==> src/rtl/vm1_qbus_dma_arb.sv <==
// Qbus DMA bus-mastership arbiter: requests the bus on behalf of NREQ local
// masters, takes the grant, waits for bus idle and hands ownership round-robin.
module vm1_qbus_dma_arb #(
  parameter int NREQ = 4,
  parameter int TOUT = 255
) (
  input  logic            pin_clk,
  input  logic            pin_dclo_n,
  input  logic [NREQ-1:0] req,
  output logic [NREQ-1:0] gnt,
  output logic            dmr_out,
  input  logic            dmgi,
  output logic            dmgo,
  input  logic            sack_in,
  output logic            sack_out,
  input  logic            sync_in,
  input  logic            rply_in,
  output logic            tout
);

  localparam int PW = (NREQ > 1) ? $clog2(NREQ) : 1;
  localparam int CW = $clog2(TOUT + 1);

  typedef enum logic [2:0] {
    ST_IDLE,
    ST_REQ,
    ST_WAIT,
    ST_OWN,
    ST_REL
  } state_t;

  state_t            state_q, state_d;
  logic [3:0]        sync1_q, sync2_q;
  logic [NREQ-1:0]   gnt_q, gnt_d;
  logic              dmr_q, dmr_d;
  logic              dmgo_q, dmgo_d;
  logic              sack_q, sack_d;
  logic              tout_q, tout_d;
  logic [CW-1:0]     cnt_q, cnt_d;
  logic [PW-1:0]     own_q, own_d;
  logic [PW-1:0]     rr_q, rr_d;

  logic              dmgi_s, sack_s, busy_s;
  logic [PW:0]       rot_sum;
  logic [PW-1:0]     cand;
  logic [PW-1:0]     win_idx;
  logic              win_found;

  // Synchronizer bit order: {rply, sync, sack, dmgi}.
  assign dmgi_s = sync2_q[0];
  assign sack_s = sync2_q[1];
  assign busy_s = sync2_q[2] | sync2_q[3];

  // First requester at or after the round-robin pointer, circularly.
  always_comb begin
    rot_sum   = '0;
    cand      = '0;
    win_idx   = '0;
    win_found = 1'b0;
    for (int i = 0; i < NREQ; i++) begin
      rot_sum = {1'b0, rr_q} + (PW+1)'(i);
      if (rot_sum >= (PW+1)'(NREQ)) rot_sum = rot_sum - (PW+1)'(NREQ);
      cand = rot_sum[PW-1:0];
      if (!win_found && req[cand]) begin
        win_idx   = cand;
        win_found = 1'b1;
      end
    end
  end

  // Outputs are computed for the next state so they register alongside it.
  always_comb begin
    state_d = state_q;
    gnt_d   = '0;
    dmr_d   = 1'b0;
    dmgo_d  = 1'b0;
    sack_d  = 1'b0;
    tout_d  = 1'b0;
    cnt_d   = cnt_q;
    own_d   = own_q;
    rr_d    = rr_q;
    case (state_q)
      ST_IDLE: begin
        dmgo_d = dmgi_s;
        if (|req && !dmgi_s && !sack_s) begin
          state_d = ST_REQ;
          dmr_d   = 1'b1;
        end
      end
      ST_REQ: begin
        if (dmgi_s) begin
          state_d = ST_WAIT;
          sack_d  = 1'b1;
          cnt_d   = '0;
        end else if (req == '0) begin
          state_d = ST_IDLE;
        end else begin
          dmr_d = 1'b1;
        end
      end
      ST_WAIT: begin
        if (!busy_s) begin
          if (win_found) begin
            state_d        = ST_OWN;
            own_d          = win_idx;
            sack_d         = 1'b1;
            gnt_d[win_idx] = 1'b1;
          end else begin
            state_d = ST_REL;
          end
        end else if (cnt_q == CW'(TOUT)) begin
          state_d = ST_REL;
          tout_d  = 1'b1;
        end else begin
          cnt_d  = cnt_q + 1'b1;
          sack_d = 1'b1;
        end
      end
      ST_OWN: begin
        if (!req[own_q]) begin
          state_d = ST_REL;
          rr_d    = (own_q == PW'(NREQ - 1)) ? '0 : own_q + 1'b1;
        end else begin
          sack_d = 1'b1;
          gnt_d  = gnt_q;
        end
      end
      ST_REL: state_d = ST_IDLE;
      default: state_d = ST_IDLE;
    endcase
  end

  always_ff @(posedge pin_clk or negedge pin_dclo_n) begin
    if (!pin_dclo_n) begin
      state_q <= ST_IDLE;
      sync1_q <= '0;
      sync2_q <= '0;
      gnt_q   <= '0;
      dmr_q   <= 1'b0;
      dmgo_q  <= 1'b0;
      sack_q  <= 1'b0;
      tout_q  <= 1'b0;
      cnt_q   <= '0;
      own_q   <= '0;
      rr_q    <= '0;
    end else begin
      state_q <= state_d;
      sync1_q <= {rply_in, sync_in, sack_in, dmgi};
      sync2_q <= sync1_q;
      gnt_q   <= gnt_d;
      dmr_q   <= dmr_d;
      dmgo_q  <= dmgo_d;
      sack_q  <= sack_d;
      tout_q  <= tout_d;
      cnt_q   <= cnt_d;
      own_q   <= own_d;
      rr_q    <= rr_d;
    end
  end

  assign gnt      = gnt_q;
  assign dmr_out  = dmr_q;
  assign dmgo     = dmgo_q;
  assign sack_out = sack_q;
  assign tout     = tout_q;

endmodule
==> config.mk <==
export PLATFORM = sky130hd
export DESIGN_NAME = vm1_qbus_dma_arb
export DESIGN_NICKNAME = d
export VERILOG_FILES = /design/src/rtl/vm1_qbus_dma_arb.sv
export SDC_FILE = /design/constraint.sdc
export NUM_CORES = 1
export LEC_CHECK = 0
export CORE_ASPECT_RATIO = 1.25
export CORE_MARGIN = 3
export CORE_UTILIZATION = 51
export CTS_BUF_LIST = sky130_fd_sc_hd__clkbuf_2
export DETAILED_ROUTE_END_ITERATION = 16
export HOLD_SLACK_MARGIN = 0.06
export MAX_ROUTING_LAYER = met4
export PLACE_DENSITY = 0.84
export SLEW_MARGIN = 20
export SYNTH_ARGS = -nofsm -noshare
export SYNTH_HDL_FRONTEND = slang
export SYNTH_SLANG_ARGS = --single-unit
==> constraint.sdc <==
create_clock -name pin_clk -period 1.9 [get_ports pin_clk]
set_input_delay 0.19 -clock pin_clk [delete_from_list [all_inputs] [get_ports pin_clk]]
set_output_delay 0.19 -clock pin_clk [all_outputs]
set_load 0.01 [all_outputs]
==> metrics.txt, run 1 <==
outcome completed; RSZ-0062 raised after global routing true; final worst-path cycle share 0.974; initial antenna violation count 0; final core occ 0.694; I/O Buffers 17; ranking of synthesized cells by area dfrtp_1 53%, nand2b_1 3.4%, a22o_1 3.0%, nand3_1 2.4%, mux2_2 2.3%; Pre-antenna DRT Iters 4; wire per inst 14.9 µm; Hold/Removal Path Class in -> async; Pint 1.35 mW; placed cell areas 0.00180 mm²; Post-synth EDFFs 0; All-Layer GR Usage 0.202; WHS 0.205 ns; TritonCTS clock tree done; # clock sinks 31; Synth top area share 0.529; crit path capture type flip-flop; Final setup viols 0; max-cap violations 0; Routed Antenna Nets 0; Initial Util 0.542; vias in the first global route 1,220; Synth warnings 0; Critical Path RT 2.14 ns; Psw 0.768 mW; Seq pwr share 0.437; syn_area_per_cell 11.5 µm²; leakage dissipation 0.833 nW; Synth Flop Type dfrtp_1; Die Wd 54.0 µm; post-DP HPWL 2250 µm; Synth area leader dfrtp_1; first-pass GRT wire length 5100 µm; die area 0.00356 mm²; top cells by count, synth 31 x dfrtp_1, 8 x nand2_1, 8 x nand2b_1; initial drt markers 14; Post-CTS Setup Inserts 0; clk root buf clkbuf_2; DR vias 1,192; skew final 0.0137 ns; largest net degree at the start of global routing 32; Slew Limit Fails 0; Mapped Area 0.00147 mm²; Final GP Congestion 0.803; area grow syn2layout 28.2%; minimum clock period 1.85 ns; critical-path maximum fanout 4; synthesized netlist cell count 127; Peak VDD IR 793 µV; Synth cell types 41; FFs w/ async S/R, synth 1.00; most instantiated library cell after synthesis dfrtp_1; syn nets 139; nets 179; Setup CP Type reg -> reg; Crit path arrival time 2.09 ns; CTS max path bufs 2; register area 776 µm²; I/O pins 18; share of cells above drive strength 1 0.256; Critical Path Start Type flip-flop; Slew @ Worst Pin 0.390 ns; share of total power in combinational logic 0.425; Seq cells post-synth 31; Clk Latency, worst-skew pair 0.35 ns; residual DRC count 0; drt via density 5.90; final hold vios 0; power per cell area 1130 mW/mm²; Max Fclk 540 MHz; H-tree levels 2; sequential cell area fraction in the yosys report 0.529; CTS Buf Count 5; post-route design area 0.00188 mm²; GR Overflow Total 0; Reg clk slew, reported paths 0.15 ns; Antenna Cells 0; Sw Ratio 0.362; Die Y 66.0 µm; Core Region 0.00271 mm²; clock network power share 0.138; Site Rows 21; Worst slew margin 0.740; total power 2.12 mW; Total Wirelength 3010 µm; Fillers 197; area of the multi-input gates 696 µm²
## what timing repair did
item                                    CTS  global route
endpoints found under the setup margin    2             5
gates cloned                              0             0
pin swaps                                 0             2
hold buffers                              0             0
resized for setup                         2             9
## layer usage
metal  global-route usage  up-vias  part of all wire
li1                     -      563                 -
met1                0.204      596              0.39
met4               0.0799        0             0.013
met2                0.356       27              0.55
met3               0.0587        6             0.038
met5                    -        -                 0
## final timing paths
check	cells after the start	from	slack [ns]	to
setup / recovery	4	own_q[0]	0.05	state_q[0]
hold / removal	2	pin_dclo_n	0.21	cnt_q[2]
setup reg to reg	4	own_q[0]	0.05	state_q[0]
hold reg to reg	0	sync1_q[0]	0.37	sync2_q[0]
max in group asynchronous	2	pin_dclo_n	1.40	state_q[2]
min in group pin_clk	1	sync_in	0.27	sync1_q[2]
## power groups by stage
| stage | Combinational, mW | Clock (mW) | Sequential (mW) |
|---|---|---|---|
| final | 0.902 | 0.292 | 0.927 |
| after global routing | 0.985 | 0.341 | 0.951 |
| after CTS | 0.875 | 0.306 | 0.923 |
| after detailed placement | 0.868 | 0 | 0.938 |
| after global placement | 0.825 | 0 | 0.926 |
| after floorplan | 0.558 | 0 | 0.922 |
## final cells by class
type	count	share of cell area
Multi-Input combinational cell	89	0.370
Tap cell	34	0.0226
Sequential cell	31	0.413
Inverter	4	0.00799
Clock inverter	2	0.00399
Clock buffer	6	0.0160
Timing Repair Buffer	36	0.166
## sequential cells by signal (all words and copies together), names as in the netlist
| signal | cells |
|---|---|
| state_q | 3 |
| rr_q | 2 |
| sync2_q | 4 |
| dmgo | 1 |
| own_q | 2 |
| sack_out | 1 |
| gnt | 4 |
| dmr_out | 1 |
| cnt_q | 8 |
| sync1_q | 4 |
| tout | 1 |
## cells in the final DEF (no fill, tap or decap), types with 2 or more instances in the layout
master           count
dfrtp_1             31
buf_4               19
clkdlybuf4s50_1     17
nand2_1              8
nand2b_1             8
nor2_1               7
nand3_1              6
clkbuf_2             6
a22o_1               5
inv_1                4
o21ai_0              3
nor3_1               3
nor2b_1              3
a21o_1               3
o31ai_1              3
mux2_2               3
a2111oi_2            3
mux2i_1              3
nor4_2               2
nand4_1              2
or4_1                2
o311ai_0             2
ha_1                 2
clkinv_1             2
## worst max-delay path, stage by stage, from the launching register on
cell and delay (ns):
dfrtp_1 0.45, mux4_2 0.54, and3_4 0.20, a311oi_4 0.24
mux2_4 0.32
## through the flow
step | TNS, ns | std cells | worst slack [ns]
after floorplan | 0 | 127 | 0.0473
after global placement | -0.279 | 194 | -0.215
after detailed placement | -0.908 | 194 | -0.339
after CTS | 0 | 202 | 0.0143
after global routing | -0.0216 | 202 | -0.0216
final | 0 | 202 | 0.0493
## cells by family after synthesis
logic type	after synthesis	synth area share
AND/OR/NAND/NOR	48	0.183
AO/OA/AOI/OAI	31	0.178
flip-flops	31	0.529
multiplexers	8	0.0691
buffers and inverters	7	0.0239
adder cells (fa/ha/maj)	2	0.0171
Power figures use the tool's default switching activity.
==> inputs of run 2 (changes only) <==
--- a/config.mk
+++ b/config.mk
@@ -6,13 +6,14 @@
 export NUM_CORES = 1
 export LEC_CHECK = 0
 export CORE_ASPECT_RATIO = 1.25
-export CORE_MARGIN = 3
-export CORE_UTILIZATION = 51
+export CORE_MARGIN = 2
+export CORE_UTILIZATION = 28
 export CTS_BUF_LIST = sky130_fd_sc_hd__clkbuf_2
 export DETAILED_ROUTE_END_ITERATION = 16
 export HOLD_SLACK_MARGIN = 0.06
 export MAX_ROUTING_LAYER = met4
-export PLACE_DENSITY = 0.84
+export PLACE_DENSITY = 0.54
+export SETUP_SLACK_MARGIN = 0.1
 export SLEW_MARGIN = 20
 export SYNTH_ARGS = -nofsm -noshare
 export SYNTH_HDL_FRONTEND = slang
==> metrics.txt, run 2 (synthesized netlist as in run 1, its figures left out) <==
# clock sinks 31 (unchanged); Core Region 0.00508 mm² (+88%); CTS max path bufs 2 (unchanged); outcome completed; Die Y 84.9 µm (+29%); Top Usage Layer GRT met2; post-DP HPWL 2440 µm (+8.2%); Total Wirelength 3290 µm (+9.4%); clock network power share 0.142 (+0.004); Max Fclk 561 MHz (+3.9%); Largest Register cnt_q; Hold/Removal Path Class in -> async; I/O Buffers 17 (unchanged); Clk Latency, worst-skew pair 0.35 ns (about the same); skew final 0.00922 ns (-0.00450 ns); Slew Limit Fails 0 (unchanged); critical-path maximum fanout 5 (+1); final core occ 0.393 (-0.301); commonest non-fill, non-tap cells in the layout 30 x dfrtp_1, 25 x buf_4, 17 x clkdlybuf4s50_1; hold buffers post-CTS 0 (unchanged); Critical Path Start Type flip-flop; final hold vios 0 (unchanged); critical path's slowest cell or4_1; die area 0.00584 mm² (+64%); vias in the first global route 1,316 (+7.9%); Pint 1.40 mW (+3.8%); area of the multi-input gates 729 µm² (+4.9%); Site Rows 29 (+38%); Initial Util 0.289 (-0.253); Crit path arrival time 2.05 ns (-0.04 ns); residual DRC count 0 (unchanged); post-route design area 0.00200 mm² (+6.3%); share of total power in combinational logic 0.441 (+0.016); GR Overflow Total 0 (unchanged); met3 usage 0.0398 (-0.0189); RSZ-0062 raised after global routing true; largest net degree at the start of global routing 32 (unchanged); first-pass GRT wire length 5840 µm (+15%); Routed Antenna Nets 0 (unchanged); placed cell areas 0.00186 mm² (+3.2%); setup_tns 0 ns (unchanged); final worst-path cycle share 0.938 (-0.0363); drt via density 4.96 (-16%); initial drt markers 48 (+34); clk root buf clkbuf_2; leakage dissipation 0.875 nW (+5.0%); wire per inst 13.9 µm (-6.3%); share of cells above drive strength 1 0.316 (+0.0601); Critical Path RT 2.16 ns (+0.02 ns); All-Layer GR Usage 0.137 (-0.0655); most common cell after layout, fill and taps aside dfrtp_1; H-tree levels 2 (unchanged); delay-heaviest family, CP simple AND/OR/NAND/NOR gates; Peak VDD IR 540 µV (-32%); Die Wd 68.7 µm (+27%); Sw Ratio 0.369 (+0.00717); minimum clock period 1.78 ns (-0.0690 ns); area grow syn2layout 36.2%; CTS Buf Count 5 (unchanged); Setup CP Type reg -> reg; Pre-antenna DRT Iters 4 (unchanged); Worst slew margin 0.733 (-0.00697); critical-path cell list or4_1 -> a311oi_4 -> mux2_4; max reg flops 8 (unchanged); Worst Path Buf+Inv 0 (unchanged); Max stage delay on crit path 0.57 ns (+0.03 ns); I/O pins 18 (unchanged); Seq pwr share 0.417 (-0.020); Final setup viols 0 (unchanged); Psw 0.823 mW (+7.1%); register area 777 µm² (+0.16%); power per cell area 1120 mW/mm² (-1.2%); crit path capture type flip-flop; TritonCTS clock tree done; Antenna Cells 0 (unchanged); DR vias 1,171 (-1.8%); Final GP Congestion 0.793 (-1.2%); nets 185 (+3.4%); max-cap violations 0 (unchanged); Fillers 528 (+170%); Slew @ Worst Pin 0.400 ns (+0.0105 ns); GR Util met2 0.237 (-0.119); initial antenna violation count 0 (unchanged); met1 GRT Util 0.150 (-0.0539); Reg clk slew, reported paths 0.17 ns (+0.02 ns)
==> run 2: changes by cell type in the layout (fill, tap and decap cells not counted), sizes merged <==
| cell | delta |
|---|---|
| buf | +6 |
| clkinv | +1 |
| clkbuf | -1 |
==> run 2: layer usage <==
| layer | part of all wire | up-vias |
|---|---|---|
| met1 | 0.40 | 578 |
| met5 | 0 | - |
| met3 | 0.027 | 2 |
| li1 | - | 576 |
| met2 | 0.56 | 15 |
| met4 | 0.0064 | 0 |
==> run 2: power by group through the flow <==
stage | registers [mW] | logic [mW] | clock network (mW)
5_1_grt | 0.955 | 1.10 | 0.369
3_5_place_dp | 0.948 | 0.892 | 0
3_3_place_gp | 0.943 | 0.860 | 0
4_1_cts | 0.929 | 0.943 | 0.337
2_1_floorplan | 0.922 | 0.558 | 0
6_report | 0.928 | 0.983 | 0.316
==> run 2: layout make-up <==
type / count / area share
sequential: 31 / 0.389
multi-input combinational: 89 / 0.365
timing repair buffer: 42 / 0.179
tap: 62 / 0.0388
clock buffer: 5 / 0.0125
clock inverter: 3 / 0.00752
inverter: 4 / 0.00752
==> run 2: what timing repair did <==
item                                    in CTS  in global routing
endpoints found under the setup margin       4                 12
pin swaps                                    0                  4
resized for setup                            5                 12
setup buffers                                3                  0
==> run 2: worst register-to-register path, delay by kind of cell, from the launching register on <==
family | cells | cell delay, ns
AO/OA/AOI/OAI | 1 | 0.32
flip-flops | 1 | 0.47
multiplexers | 1 | 0.33
AND/OR/NAND/NOR | 1 | 0.57
==> run 2: worst paths after layout <==
check | cells after the start | start | to | slack (ns)
setup / recovery | 3 | state_q[0] | state_q[0] | 0.12
hold / removal | 2 | pin_dclo_n | cnt_q[5] | 0.21
setup reg to reg | 3 | state_q[0] | state_q[0] | 0.12
hold reg to reg | 0 | sync1_q[0] | sync2_q[0] | 0.37
max in group asynchronous | 2 | pin_dclo_n | state_q[0] | 1.39
min in group pin_clk | 1 | sync_in | sync1_q[2] | 0.25
==> run 2: per-stage QoR <==
stage,setup WS [ns],power (mW),instances,hold WS [ns]
global placement,-0.231,1.80,225,0.332
global route,0.0433,2.43,236,0.189
CTS,0.0393,2.21,236,0.189
floorplan,0.0473,1.48,127,-0.106
finish,0.118,2.23,236,0.205
detailed placement,-0.376,1.84,225,0.337
